### src/rtl/ibus_pkg.sv
// Shared sizes, FSM states and lane helpers for the IBUS initiator.
package ibus_pkg;

  localparam int unsigned AW = 28;
  localparam int unsigned DW = 32;
  localparam int unsigned BW = 4;

  typedef enum logic [1:0] {
    SZ_BYTE = 2'd0,
    SZ_WORD = 2'd1,
    SZ_LONG = 2'd2
  } size_e;

  typedef enum logic [1:0] {
    IDLE = 2'd0,
    WR   = 2'd1,
    RD   = 2'd2
  } state_e;

  // Big-endian lanes: bit 3 is byte offset 0; the reserved size falls into long.
  function automatic logic [BW-1:0] lane_en(input logic [1:0] sz, input logic [1:0] a);
    logic [BW-1:0] ba;
    case (sz)
      SZ_BYTE: ba = 4'b1000 >> a;
      SZ_WORD: ba = a[1] ? 4'b0011 : 4'b1100;
      default: ba = 4'b1111;
    endcase
    return ba;
  endfunction

  function automatic logic [DW-1:0] wr_rep(input logic [1:0] sz, input logic [DW-1:0] d);
    logic [DW-1:0] r;
    case (sz)
      SZ_BYTE: r = {4{d[7:0]}};
      SZ_WORD: r = {2{d[15:0]}};
      default: r = d;
    endcase
    return r;
  endfunction

  function automatic logic [DW-1:0] rd_ext(input logic [BW-1:0] ba, input logic [DW-1:0] di);
    logic [DW-1:0] r;
    case (ba)
      4'b1000: r = {24'h000000, di[31:24]};
      4'b0100: r = {24'h000000, di[23:16]};
      4'b0010: r = {24'h000000, di[15:8]};
      4'b0001: r = {24'h000000, di[7:0]};
      4'b1100: r = {16'h0000, di[31:16]};
      4'b0011: r = {16'h0000, di[15:0]};
      default: r = di;
    endcase
    return r;
  endfunction

  function automatic logic misaligned(input logic [1:0] sz, input logic [1:0] a);
    logic m;
    case (sz)
      SZ_BYTE: m = 1'b0;
      SZ_WORD: m = a[0];
      default: m = |a;
    endcase
    return m;
  endfunction

endpackage

### src/rtl/ibus_master_if.sv
// Core-side request port and IBUS initiator signals bundled for the master.
interface ibus_master_if;
  import ibus_pkg::*;

  logic [AW-1:0] CORE_A;
  logic [DW-1:0] CORE_DI;
  logic [1:0]    CORE_SZ;
  logic          CORE_WE;
  logic          CORE_REQ;
  logic [DW-1:0] CORE_DO;
  logic          CORE_ACK;
  logic          CORE_ADDR_ERR;
  logic [AW-1:0] IBUS_A;
  logic [DW-1:0] IBUS_DO;
  logic [DW-1:0] IBUS_DI;
  logic [BW-1:0] IBUS_BA;
  logic          IBUS_WE;
  logic          IBUS_REQ;
  logic          IBUS_BUSY;

  modport master (
    input  CORE_A, CORE_DI, CORE_SZ, CORE_WE, CORE_REQ, IBUS_DI, IBUS_BUSY,
    output CORE_DO, CORE_ACK, CORE_ADDR_ERR, IBUS_A, IBUS_DO, IBUS_BA, IBUS_WE, IBUS_REQ
  );

  modport slave (
    output CORE_A, CORE_DI, CORE_SZ, CORE_WE, CORE_REQ, IBUS_DI, IBUS_BUSY,
    input  CORE_DO, CORE_ACK, CORE_ADDR_ERR, IBUS_A, IBUS_DO, IBUS_BA, IBUS_WE, IBUS_REQ
  );
endinterface

### src/rtl/ibus_wbuf.sv
// One-entry posted-write buffer; a load in the same cycle as a drain wins.
module ibus_wbuf
  import ibus_pkg::*;
(
  input  logic          CLK,
  input  logic          RST_N,
  input  logic          i_load,
  input  logic          i_drain,
  input  logic [AW-1:0] i_a,
  input  logic [DW-1:0] i_d,
  input  logic [BW-1:0] i_ba,
  output logic          o_valid,
  output logic [AW-1:0] o_a,
  output logic [DW-1:0] o_d,
  output logic [BW-1:0] o_ba
);

  logic          r_valid;
  logic [AW-1:0] r_a;
  logic [DW-1:0] r_d;
  logic [BW-1:0] r_ba;

  // Entry payload stays put after a drain so the bus lines do not toggle.
  always_ff @(posedge CLK or negedge RST_N) begin
    if (!RST_N) begin
      r_valid <= 1'b0;
      r_a     <= '0;
      r_d     <= '0;
      r_ba    <= '0;
    end else if (i_load) begin
      r_valid <= 1'b1;
      r_a     <= i_a;
      r_d     <= i_d;
      r_ba    <= i_ba;
    end else if (i_drain) begin
      r_valid <= 1'b0;
    end
  end

  assign o_valid = r_valid;
  assign o_a     = r_a;
  assign o_d     = r_d;
  assign o_ba    = r_ba;

endmodule

### src/rtl/ibus_master.sv
// SH7034 IBUS initiator with a posted-write buffer.
// Define IBUS_MASTER_ADDR_ERR_EN to reject misaligned accesses instead of aligning them down.
module ibus_master
  import ibus_pkg::*;
(
  input logic           CLK,
  input logic           RST_N,
  input logic           CE_R,
  input logic           CE_F,
  ibus_master_if.master bus
);

  state_e        r_state;
  logic          r_ack;
  logic          r_req;
  logic          r_we;
  logic [DW-1:0] r_do;
  logic [AW-1:0] r_rd_a;
  logic [BW-1:0] r_rd_ba;

  logic          w_ce_f_unused;
  logic          w_mis;
  logic          w_take_st;
  logic          w_wb_load;
  logic          w_wb_drain;
  logic          w_wb_valid;
  logic [AW-1:0] w_req_a;
  logic [AW-1:0] w_wb_a;
  logic [BW-1:0] w_req_ba;
  logic [BW-1:0] w_wb_ba;
  logic [DW-1:0] w_req_d;
  logic [DW-1:0] w_wb_d;

  assign w_ce_f_unused = CE_F;

  assign w_req_a  = {bus.CORE_A[AW-1:2], 2'b00};
  assign w_req_ba = lane_en(bus.CORE_SZ, bus.CORE_A[1:0]);
  assign w_req_d  = wr_rep(bus.CORE_SZ, bus.CORE_DI);

`ifdef IBUS_MASTER_ADDR_ERR_EN
  logic r_err;
  assign w_mis = misaligned(bus.CORE_SZ, bus.CORE_A[1:0]);
  assign bus.CORE_ADDR_ERR = r_err;
`else
  assign w_mis = 1'b0;
  assign bus.CORE_ADDR_ERR = 1'b0;
`endif

  // A store may be taken from IDLE or on the drain edge of the current write.
  assign w_take_st  = bus.CORE_REQ & bus.CORE_WE & ~w_mis;
  assign w_wb_drain = CE_R & (r_state == WR) & ~bus.IBUS_BUSY;
  assign w_wb_load  = CE_R & w_take_st & (((r_state == IDLE) & ~w_wb_valid) | w_wb_drain);

  ibus_wbuf u_wbuf (
    .CLK     (CLK),
    .RST_N   (RST_N),
    .i_load  (w_wb_load),
    .i_drain (w_wb_drain),
    .i_a     (w_req_a),
    .i_d     (w_req_d),
    .i_ba    (w_req_ba),
    .o_valid (w_wb_valid),
    .o_a     (w_wb_a),
    .o_d     (w_wb_d),
    .o_ba    (w_wb_ba)
  );

  // Request sequencing; every state change is qualified by CE_R.
  always_ff @(posedge CLK or negedge RST_N) begin
    if (!RST_N) begin
      r_state <= IDLE;
      r_ack   <= 1'b0;
      r_req   <= 1'b0;
      r_we    <= 1'b0;
      r_do    <= '0;
      r_rd_a  <= '0;
      r_rd_ba <= '0;
`ifdef IBUS_MASTER_ADDR_ERR_EN
      r_err   <= 1'b0;
`endif
    end else if (CE_R) begin
      r_ack <= 1'b0;
`ifdef IBUS_MASTER_ADDR_ERR_EN
      r_err <= 1'b0;
`endif
      case (r_state)
        IDLE: begin
          if (bus.CORE_REQ && !w_wb_valid) begin
`ifdef IBUS_MASTER_ADDR_ERR_EN
            if (w_mis) begin
              r_ack <= 1'b1;
              r_err <= 1'b1;
            end else
`endif
            if (bus.CORE_WE) begin
              r_ack   <= 1'b1;
              r_req   <= 1'b1;
              r_we    <= 1'b1;
              r_state <= WR;
            end else begin
              r_rd_a  <= w_req_a;
              r_rd_ba <= w_req_ba;
              r_req   <= 1'b1;
              r_we    <= 1'b0;
              r_state <= RD;
            end
          end
        end
        WR: begin
          if (!bus.IBUS_BUSY) begin
            if (w_take_st) begin
              r_ack <= 1'b1;
            end else begin
              r_req   <= 1'b0;
              r_we    <= 1'b0;
              r_state <= IDLE;
            end
          end
        end
        RD: begin
          if (!bus.IBUS_BUSY) begin
            r_do    <= rd_ext(r_rd_ba, bus.IBUS_DI);
            r_ack   <= 1'b1;
            r_req   <= 1'b0;
            r_state <= IDLE;
          end
        end
        default: begin
          r_req   <= 1'b0;
          r_we    <= 1'b0;
          r_state <= IDLE;
        end
      endcase
    end
  end

  assign bus.CORE_DO  = r_do;
  assign bus.CORE_ACK = r_ack;
  assign bus.IBUS_REQ = r_req;
  assign bus.IBUS_WE  = r_we;
  assign bus.IBUS_A   = r_we ? w_wb_a  : r_rd_a;
  assign bus.IBUS_BA  = r_we ? w_wb_ba : r_rd_ba;
  assign bus.IBUS_DO  = w_wb_d;

endmodule

### src/flat_wrapper.sv
// flat-port wrapper written by rule: the top's interface ports become plain ports
module ibus_master_flat import ibus_pkg::*;
  (CLK, RST_N, CE_R, CE_F, bus_CORE_A, bus_CORE_DI, bus_CORE_SZ, bus_CORE_WE, bus_CORE_REQ, bus_IBUS_DI, bus_IBUS_BUSY, bus_CORE_DO, bus_CORE_ACK, bus_CORE_ADDR_ERR, bus_IBUS_A, bus_IBUS_DO, bus_IBUS_BA, bus_IBUS_WE, bus_IBUS_REQ);
  ibus_master_if bus_i ();
  input logic CLK;
  input logic RST_N;
  input logic CE_R;
  input logic CE_F;
  input wire logic [$bits(bus_i.CORE_A)-1:0] bus_CORE_A;
  input wire logic [$bits(bus_i.CORE_DI)-1:0] bus_CORE_DI;
  input wire logic [$bits(bus_i.CORE_SZ)-1:0] bus_CORE_SZ;
  input wire logic [$bits(bus_i.CORE_WE)-1:0] bus_CORE_WE;
  input wire logic [$bits(bus_i.CORE_REQ)-1:0] bus_CORE_REQ;
  input wire logic [$bits(bus_i.IBUS_DI)-1:0] bus_IBUS_DI;
  input wire logic [$bits(bus_i.IBUS_BUSY)-1:0] bus_IBUS_BUSY;
  output wire logic [$bits(bus_i.CORE_DO)-1:0] bus_CORE_DO;
  output wire logic [$bits(bus_i.CORE_ACK)-1:0] bus_CORE_ACK;
  output wire logic [$bits(bus_i.CORE_ADDR_ERR)-1:0] bus_CORE_ADDR_ERR;
  output wire logic [$bits(bus_i.IBUS_A)-1:0] bus_IBUS_A;
  output wire logic [$bits(bus_i.IBUS_DO)-1:0] bus_IBUS_DO;
  output wire logic [$bits(bus_i.IBUS_BA)-1:0] bus_IBUS_BA;
  output wire logic [$bits(bus_i.IBUS_WE)-1:0] bus_IBUS_WE;
  output wire logic [$bits(bus_i.IBUS_REQ)-1:0] bus_IBUS_REQ;
  assign bus_i.CORE_A = bus_CORE_A;
  assign bus_i.CORE_DI = bus_CORE_DI;
  assign bus_i.CORE_SZ = bus_CORE_SZ;
  assign bus_i.CORE_WE = bus_CORE_WE;
  assign bus_i.CORE_REQ = bus_CORE_REQ;
  assign bus_i.IBUS_DI = bus_IBUS_DI;
  assign bus_i.IBUS_BUSY = bus_IBUS_BUSY;
  assign bus_CORE_DO = bus_i.CORE_DO;
  assign bus_CORE_ACK = bus_i.CORE_ACK;
  assign bus_CORE_ADDR_ERR = bus_i.CORE_ADDR_ERR;
  assign bus_IBUS_A = bus_i.IBUS_A;
  assign bus_IBUS_DO = bus_i.IBUS_DO;
  assign bus_IBUS_BA = bus_i.IBUS_BA;
  assign bus_IBUS_WE = bus_i.IBUS_WE;
  assign bus_IBUS_REQ = bus_i.IBUS_REQ;
  ibus_master u_core (.CLK(CLK), .RST_N(RST_N), .CE_R(CE_R), .CE_F(CE_F), .bus(bus_i));
endmodule
### config.mk
export PLATFORM = sky130hd
export DESIGN_NAME = ibus_master_flat
export DESIGN_NICKNAME = d
export VERILOG_FILES = /design/src/rtl/ibus_pkg.sv /design/src/rtl/ibus_master_if.sv /design/src/rtl/ibus_wbuf.sv /design/src/rtl/ibus_master.sv /design/src/flat_wrapper.sv
export SDC_FILE = /design/constraint.sdc
export NUM_CORES = 1
export LEC_CHECK = 0
export CORE_MARGIN = 2
export CORE_UTILIZATION = 34
export CTS_CLUSTER_DIAMETER = 80
export DETAILED_ROUTE_END_ITERATION = 12
export DONT_BUFFER_PORTS = 1
export PLACE_DENSITY = 0.53
export SETUP_SLACK_MARGIN = 0.5
export SYNTH_ARGS = -nofsm -noshare
export SYNTH_HDL_FRONTEND = slang
export SYNTH_SLANG_ARGS = --single-unit
export TNS_END_PERCENT = 20
### constraint.sdc
create_clock -name CLK -period 2.1 [get_ports CLK]
set_clock_uncertainty 0.15 [all_clocks]
set_input_delay 0 -clock CLK [delete_from_list [all_inputs] [get_ports CLK]]
set_output_delay 0 -clock CLK [all_outputs]
set_load 0.01 [all_outputs]
==> impl_metrics.tcl, run 1 <==
set metrics [dict create \
    required_ns 2.25 \
    die_x_um 136.7 \
    worst-setup-path-type "flip-flop to flip-flop" \
    p_leak_nw 3.952 \
    swShare_pct 34.57 \
    comb_power_share_pct 31.7 \
    dp_cells 744 \
    area_growth_pct 44.90 \
    synth_area_leaders "dfrtp_1, mux2_2, nand2_1" \
    clock_sinks 130 \
    ys_warn_count 0 \
    rrSetupSlack_ns 0.15 \
    postSynthCellCount 538 \
    reg2reg_from "u_core.r_state[1]" \
    async_flop_share_pct 100.0 \
    synthesis.area_um2 5991 \
    htreeDepth 4 \
    grt-ovfl-total 0 \
    ant_nets 0 \
    period_minus_slack_ns 1.946 \
    synth_top_flop_cell "dfrtp_1" \
    cts_buffers 17 \
    gp_congestion 0.8374 \
    ys_seq_elements 130 \
    final_util_pct 50.36 \
    holdWs_ns -0.8771 \
    power_frac_seq_pct 41.5 \
    avgViaCountPerCell 5.212 \
    cp-end-kind "flip-flop" \
    drv_cap 0 \
    r2r-end "u_core.r_rd_a[25]" \
    drtIter0Drc 203 \
    synth_most_common_cell "dfrtp_1" \
    power_mw 11.65 \
    path_clk_slew_ns 0.06 \
    power_density_nw_per_um2 1342 \
    io_buffers 0 \
    seq_area_frac_synth_pct 54.30 \
    hold_path_class "input pin to async pin" \
    first_pass_iters 4 \
    ir_drop_uv 636.6 \
    drcViolationCount 0 \
    grt_start_max_net_pins 131 \
    initial_utilization_pct 34.76 \
    fin_nets 782 \
    clk_path_buf_depth 2 \
    violations "negative hold slack" \
    num_io_pins 201 \
    p_switching_mw 4.026 \
    post_dp_cell_area_um2 6336 \
    layout_setup_ws_ns 0.1542 \
    ff_latch_area_um2 3258 \
    die_h_um 136.7 \
    fp.coreArea_um2 17240 \
    place_hpwl_um 10070 \
    place_ws_ns 0.1716 \
    rows 48 \
    grt_usage_pct 18.74 \
    startpoint_type "flip-flop" \
    synth_enable_flop_cells 0 \
    wirelength_um 17660 \
    rsz0062_at_grt "yes" \
    cts_tree "built" \
    fin_cells 918 \
    synth_cell_type_count 38 \
    setup-tns-final_ns 0 \
    power.internal_mw 7.621 \
    clockPowerShare_pct 26.8 \
    grt_pass1_vias 5039 \
    outcome "complete, but fails checks" \
    wl_per_cell_um 19.23 \
    setup_viol 0 \
    fmax_mhz 513.9 \
    yosysTopAreaCell "dfrtp_1" \
    timing_hold_violations_final 135 \
    syn_area_per_cell_um2 11.14 \
    reg2reg_depth 6 \
    fin_crit_sh_pct 92.66 \
    fillers 1500 \
    final_area_um2 8681 \
    vias 4785 \
    antenna_found_initial 0 \
    clockRootBuffer "clkbuf_16" \
    synthTopCellsByCount "dfrtp_1, nand2_1, mux2_2" \
    clk_latency_ns 0.42 \
    grt_pass1_wl_um 26780 \
    multi_input_area_um2 2765 \
    cp_max_fo 10 \
    critical_path_arrival_ns 2.09 \
    dieArea_um2 18700 \
    diodes 0 \
    yosys.area.top_type_share_pct 54.30 \
    drive_above_1_share_pct 25.25 \
    drv_slew 0 \
]
critical path, stage by stage (launching register included):
cell and delay [ns]:
dfrtp_2 0.44, buf_6 0.13, nand2b_4 0.14, nor4_4 0.28, buf_6 0.19, buf_12 0.17, mux2_1 0.32
kinds of logic (layout without fill, tap and decap cells):
kind of cell              after synthesis  after routing  synth area share (%)
AOI/OAI and AO/OA                      89             89                 8.939
xor gates and xnor gates                2              2                0.2925
buffers and inverters                  42            195                 3.049
DFF                                   130            130                 54.30
muxes                                 115            115                 21.09
other                                   1              3               0.06260
and+or+nand+nor                       159            159                 12.26
per-layer routing:
| layer | part of all wire, % | up-vias | GRT usage (%) |
|---|---|---|---|
| met5 | 0 | - | 0 |
| met4 | 2.9 | 0 | 10.42 |
| met3 | 6.9 | 38 | 5.333 |
| met2 | 49 | 185 | 31.19 |
| met1 | 41 | 2386 | 21.70 |
| li1 | - | 2176 | - |
sequential cells by signal (all words and copies together), names as in the netlist:
name and cells:
u_core.r_state 2, u_core.bus.CORE_ACK 1, u_core.u_wbuf.o_valid 1, u_core.bus.IBUS_WE 1
u_core.u_wbuf.o_ba 4, u_core.bus.CORE_DO 32, u_core.r_rd_ba 4, u_core.r_rd_a 26
u_core.u_wbuf.o_a 26, u_core.bus.IBUS_REQ 1, u_core.u_wbuf.o_d 32
area by class of cell:
type | instances | area share, %
timing repair buffer | 159 | 20.02
tap | 225 | 3.243
clock inverter | 11 | 1.758
clock buffer | 20 | 5.376
sequential | 130 | 37.53
inverter | 5 | 0.2162
multi-input combinational | 368 | 31.85
repair_timing:
action | in CTS | in global routing
pin swaps | 3 | 6
setup endpoints to repair | 151 | 157
cloned | 4 | 4
buffers inserted | 9 | 7
gates resized for setup | 28 | 29
hold buffers | 118 | 1
endpoints found under the hold margin | 260 | 161
worst max path at each step:
| stage | slack, ns | start | to |
|---|---|---|---|
| 6_report | 0.15 | u_core.r_state[1] | u_core.r_rd_a[25] |
| 2_1_floorplan | 0.28 | u_core.r_state[0] | u_core.bus.CORE_DO[12] |
| 4_1_cts | 0.19 | u_core.r_state[1] | u_core.r_rd_a[22] |
| 3_5_place_dp | 0.17 | u_core.r_state[0] | u_core.bus.CORE_DO[11] |
| 3_3_place_gp | 0.18 | u_core.r_state[0] | u_core.bus.CORE_DO[14] |
| 5_1_grt | 0.12 | u_core.r_state[1] | u_core.r_rd_a[25] |
power groups by stage:
stage / clock network [mW] / logic (mW) / registers, mW
floorplan: 0 / 2.39 / 4.55
global placement: 0 / 2.90 / 4.78
detailed placement: 0 / 2.99 / 4.82
CTS: 3.18 / 3.45 / 4.81
global route: 3.29 / 4.04 / 4.98
finish: 3.12 / 3.69 / 4.83
cell usage in the layout, fill, tap and decap left out, types with 10 or more instances in the layout:
cell / instances
mux2_1: 12
nand2_1: 71
mux2_4: 27
dfrtp_1: 126
nand3b_1: 10
clkbuf_16: 19
nor2_1: 43
mux2_2: 51
dlygate4sd3_1: 119
nand3_1: 17
buf_4: 21
mux2i_1: 25
a21oi_1: 28
o21ai_0: 36
No activity file was read; power rests on OpenSTA's default activity.
==> inputs of run 2 (changes only) <==
ABC_AREA = 1   (was not set)
SKIP_LAST_GASP = 1   (was not set)
==> impl_metrics.tcl, run 2 <==
set metrics [dict create \
    outcome "complete, but fails checks" \
    violations "negative hold slack" \
    clk_latency_ns 0.41 \
    final_cell_mix "nand2_1, dfrtp_1, dlygate4sd3_1" \
    clk_path_buf_depth 2 \
    drv_slew 0 \
    synth_top_flop_cell "dfrtp_1" \
    place_ws_ns 0.2851 \
    final_common_cell "nand2_1" \
    area_growth_pct 43.17 \
    drtIter0Drc 282 \
    async_flop_share_pct 100.0 \
    period_minus_slack_ns 1.682 \
    power_density_nw_per_um2 1273 \
    reg2reg_from "u_core.r_state[1]" \
    startpoint_type "flip-flop" \
    yosysTopAreaCell "dfrtp_1" \
    die_x_um 138.6 \
    cp_max_fo 7 \
    final_util_pct 49.42 \
    seq_area_frac_synth_pct 52.82 \
    grt_pass1_vias 5717 \
    fmax_mhz 594.4 \
    wirelength_um 19020 \
    grt_start_max_net_pins 131 \
    ys_warn_count 0 \
    cts_buffers 17 \
    setup_viol 0 \
    die_h_um 138.6 \
    avgViaCountPerCell 4.904 \
    antenna_found_initial 0 \
    num_io_pins 201 \
    p_leak_nw 4.305 \
    synth_area_leaders "dfrtp_1, nand2_1, mux2_2" \
    worst_path_largest_cell_delay_ns 0.44 \
    critical_path.slowest_cell "dfrtp_2" \
    synth_most_common_cell "nand2_1" \
    synth_enable_flop_cells 0 \
    required_ns 2.26 \
    post_dp_cell_area_um2 6359 \
    fin_nets 995 \
    fin_crit_sh_pct 80.11 \
    dieArea_um2 19210 \
    holdWs_ns -0.8761 \
    hold_path_class "input pin to async pin" \
    fillers 1684 \
    timing_hold_violations_final 130 \
    gp_congestion 0.8023 \
    critical_path_arrival_ns 1.84 \
    clock_sinks 130 \
    grt_pass1_wl_um 30590 \
    synthTopCellsByCount "nand2_1, dfrtp_1, inv_1" \
    cp-end-kind "flip-flop" \
    crit_buf_inv 3 \
    setup-tns-final_ns 0 \
    slew_headroom_pct 57.40 \
    io_buffers 0 \
    ant_nets 0 \
    path_clk_slew_ns 0.06 \
    cts_tree "built" \
    reg2reg_depth 8 \
    hold_buffers 121 \
    dp_cells 954 \
    worst-setup-path-type "flip-flop to flip-flop" \
    rows 49 \
    yosys.area.top_type_share_pct 52.82 \
    syn_area_per_cell_um2 8.189 \
    ir_drop_uv 570.2 \
    wl_per_cell_um 16.74 \
    rrSetupSlack_ns 0.42 \
    initial_utilization_pct 34.52 \
    power_mw 11.23 \
    drcViolationCount 0 \
    cp_top_family "flip-flops" \
    layout_setup_ws_ns 0.4176 \
    place_hpwl_um 11070 \
    synthesis.area_um2 6158 \
    fin_cells 1136 \
    diodes 0 \
    synth_cell_type_count 23 \
    fp.coreArea_um2 17840 \
    htreeDepth 4 \
    drive_above_1_share_pct 16.65 \
    ys_seq_elements 130 \
    grt_usage_pct 20.11 \
    worst_slew_pin_slew_ns 0.6366 \
    clockRootBuffer "clkbuf_16" \
    postSynthCellCount 752 \
    vias 5571 \
    first_pass_iters 5 \
    grt-ovfl-total 0 \
    cp_cell_sequence "nor2_4 > inv_2 > o21ai_4 > nand2_8 > buf_12 > clkbuf_16 > nand2_1 > o21ai_1" \
    final_area_um2 8817 \
    r2r-end "u_core.u_wbuf.o_d[0]" \
    rsz0062_at_grt "yes" \
    drv_cap 0 \
]
run 2: cell count changes after synthesis, moves of 5 or more:
cell,previous run,this run
mux2_1,23,0
nand3_1,17,43
inv_1,5,54
nand2b_1,5,0
a221oi_1,13,0
nand4_1,0,19
a21oi_1,30,13
o21ai_0,36,52
nand2_1,71,269
o21ai_1,0,41
nand3b_1,10,0
buf_6,0,7
mux2_2,67,26
mux2i_1,25,0
run 2: cells by family after synthesis:
family          Yosys count  synth area share [%]
compound gates          107                 8.818
flops                   130                 52.82
buf+inv                 101                 7.659
mux                      26                 4.754
simple gates            387                 25.88
other cells               1               0.06089
run 2: worst max-delay path by stage:
stage | depth (start not counted) | start | end | slack [ns]
5_1_grt | 8 | u_core.r_state[1] | u_core.u_wbuf.o_a[20] | 0.35
3_3_place_gp | 7 | u_core.r_state[0] | u_core.u_wbuf.o_d[30] | 0.26
4_1_cts | 5 | u_core.r_rd_ba[3] | u_core.bus.CORE_DO[12] | 0.40
6_report | 8 | u_core.r_state[1] | u_core.u_wbuf.o_d[0] | 0.42
2_1_floorplan | 8 | u_core.r_state[0] | u_core.u_wbuf.o_d[0] | 0.57
3_5_place_dp | 7 | u_core.r_state[0] | u_core.u_wbuf.o_d[1] | 0.29
run 2: final cells by class:
cell class / count / area, µm² / share of cell area (%)
inverters: 58 / 225.2 / 2.554
flip-flops and latches: 130 / 3258 / 36.95
repair buffers: 163 / 1864 / 21.14
multi-input cells: 524 / 2635 / 29.89
clock buffers: 18 / 429.2 / 4.867
clock inverters: 14 / 118.9 / 1.348
well taps: 229 / 286.5 / 3.250
run 2: per-layer routing:
metal | track usage (%) | vias to the layer above | wire (µm)
li1 | - | 2709 | -
met1 | 24.65 | 2642 | 8018
met3 | 6.457 | 15 | 1434
met2 | 33.74 | 205 | 9356
met5 | 0 | - | 0
met4 | 6.606 | 0 | 210
run 2: where the power goes:
| part | internal [mW] | switching, mW | total (mW) |
|---|---|---|---|
| combinational | 1.64 | 1.88 | 3.52 |
| sequential | 3.71 | 1.18 | 4.90 |
| clock | 1.55 | 1.26 | 2.81 |
| total | 6.91 | 4.32 | 11.2 |
run 2: worst register-to-register path, cell delays in order (launching register included):
cell and delay, ns:
dfrtp_2 0.44, nor2_4 0.13, inv_2 0.06, o21ai_4 0.20, nand2_8 0.11, buf_12 0.21
clkbuf_16 0.17, nand2_1 0.05, o21ai_1 0.06
run 2: timing repair:
| action | 4_1_cts | 5_1_grt |
|---|---|---|
| gates cloned | 11 | 2 |
| endpoints found under the setup margin | 152 | 152 |
| endpoints found under the hold margin | 260 | 130 |
| pin swaps | 4 | 8 |
| resized for setup | 39 | 35 |
| setup buffers | 7 | 9 |
==> inputs of run 3 (changes only) <==
clock period = 1.6 ns   (was 2.1 ns; I/O delays follow)
==> impl_metrics.tcl, run 3 (synthesis gave the netlist of run 2 again) <==
set metrics [dict create \
    setup_viol 11 \
    grt-ovfl-total 0 \
    die_x_um 138.6 \
    grt_pass1_vias 5245 \
    clk_latency_ns 0.42 \
    fin_crit_sh_pct 101.0 \
    startpoint_type "flip-flop" \
    place_ws_ns 0.05856 \
    power.internal_mw 8.884 \
    die_h_um 138.6 \
    layout_setup_ws_ns -0.01529 \
    clockRootBuffer "clkbuf_16" \
    htreeDepth 4 \
    violations "negative hold slack, negative setup slack" \
    rrSetupSlack_ns -0.01 \
    p_switching_mw 5.465 \
    drtIter0Drc 224 \
    diodes 0 \
    fin_cells 1098 \
    cp_cell_sequence "buf_12 > mux2_2" \
    setup-tns-final_ns -0.06485 \
    hold_path_class "input pin to async pin" \
    grt_usage_pct 18.58 \
    cp-end-kind "primary output" \
    antenna_found_initial 0 \
    power_density_nw_per_um2 1745 \
    place_hpwl_um 11090 \
    rows 49 \
    period_minus_slack_ns 1.615 \
    required_ns 1.45 \
    area_growth_pct 33.50 \
    holdWs_ns -0.8767 \
    wl_per_cell_um 15.99 \
    dieArea_um2 19210 \
    r2r-end "u_core.u_wbuf.o_a[17]" \
    fillers 1754 \
    ant_nets 0 \
    ff_latch_area_um2 3256 \
    reg2reg_depth 8 \
    fmax_mhz 619.1 \
    power_mw 14.35 \
    wl_met1_um 7674 \
    drive_above_1_share_pct 14.61 \
    grt_start_max_net_pins 131 \
    cts_buffers 17 \
    gp_congestion 0.8167 \
    clockPowerShare_pct 25.9 \
    wirelength_um 17560 \
    cts_tree "built" \
    p_leak_nw 4.088 \
    multi_input_area_um2 2512 \
    wl_met2_um 8259 \
    reg2reg_from "u_core.r_state[1]" \
    critical_path.slowest_cell "mux2_2" \
    hold_buffers 90 \
    rsz0062_at_grt "yes" \
    timing_hold_violations_final 154 \
    top_layer "met4" \
    clock_sinks 130 \
    power_frac_seq_pct 44.3 \
    path_clk_slew_ns 0.06 \
    worst-setup-path-type "flip-flop to primary output" \
    drcViolationCount 0 \
    vias 5301 \
    drv_cap 0 \
    cp_max_fo 36 \
    clk_path_buf_depth 2 \
    comb_power_share_pct 29.8 \
    io_buffers 0 \
    grt_pass1_wl_um 28300 \
    first_pass_iters 5 \
    ir_drop_uv 884.1 \
    fin_nets 957 \
    critical_path_arrival_ns 1.47 \
    final_common_cell "nand2_1" \
    num_io_pins 201 \
    cp_top_family "multiplexers" \
    crit_buf_inv 1 \
    worst_path_largest_cell_delay_ns 0.42 \
    drv_slew 0 \
    final_cell_mix "nand2_1, dfrtp_1, dlygate4sd3_1" \
    swShare_pct 38.08 \
    outcome "complete, but fails checks" \
    fp.coreArea_um2 17840 \
    initial_utilization_pct 34.52 \
    dp_cells 965 \
    avgViaCountPerCell 4.828 \
    wl_met3_um 1427 \
]
-- run 3: cell count changes in the layout (fill, tap and decap cells not counted), sizes merged --
cell         delta
nand2           -1
clkbuf          -2
inv             +1
dlygate4sd3    -31
clkinvlp        +2
clkinv          -2
buf             -5
-- run 3: cell type report --
type                    count  area share (%)
clock buffers              17           5.174
repair buffers            126           16.85
flip-flops and latches    130           39.60
inverters                  58           2.648
clock inverters            15           1.689
multi-input cells         523           30.56
well taps                 229           3.485
-- run 3: layer usage --
layer	vias up	track usage (%)
li1	2622	-
met1	2482	23.16
met2	182	30.12
met3	15	7.217
met4	0	5.371
met5	-	0
-- run 3: repair_timing --
item / 4_1_cts / 5_1_grt
endpoints found under the hold margin: 260 / 154
pin swaps: 2 / 5
gates resized for setup: 7 / 21
cloned: 4 / 1
buffers inserted: 2 / 4
setup endpoints to repair: 161 / 161
-- run 3: stage by stage --
| step | util (%) | hold WS (ns) | area (µm²) |
|---|---|---|---|
| after floorplan | - | -0.4456 | 6175 |
| after global placement | 36.29 | -0.4427 | 6475 |
| after detailed placement | 36.29 | -0.4426 | 6475 |
| after CTS | 45.38 | -0.8972 | 8097 |
| final | 46.08 | -0.8767 | 8222 |
| after global routing | 46.08 | -0.9034 | 8222 |
-- run 3: worst max-delay path by stage --
stage / from / endpoint / slack (ns) / cells after the start
after floorplan: u_core.r_state[0] / u_core.u_wbuf.o_d[0] / 0.15 / 8
after global placement: u_core.r_state[1] / u_core.u_wbuf.o_d[3] / 0.06 / 7
after detailed placement: u_core.r_state[0] / u_core.u_wbuf.o_a[11] / 0.06 / 7
after CTS: u_core.bus.IBUS_WE / bus_IBUS_A[3] / -0.04 / 2
after global routing: u_core.r_state[1] / u_core.u_wbuf.o_ba[2] / -0.09 / 8
final: u_core.bus.IBUS_WE / bus_IBUS_A[3] / -0.02 / 2
-- run 3: worst reg2reg max path: stages (launching register included) --
cell and delay [ns]:
dfrtp_2 0.44, nor2_4 0.14, inv_2 0.06, o21ai_4 0.14
nand2_4 0.12, buf_12 0.17, clkbuf_16 0.17, nand2_1 0.06
o21ai_1 0.06
-- run 3: power by group through the flow --
| stage | sequential (mW) | clock (mW) | combinational, mW |
|---|---|---|---|
| 6_report | 6.35 | 3.72 | 4.28 |
| 2_1_floorplan | 6.02 | 0 | 2.99 |
| 5_1_grt | 6.59 | 3.96 | 4.85 |
| 3_5_place_dp | 6.37 | 0 | 3.79 |
| 4_1_cts | 6.35 | 3.82 | 4.17 |
| 3_3_place_gp | 6.38 | 0 | 3.71 |
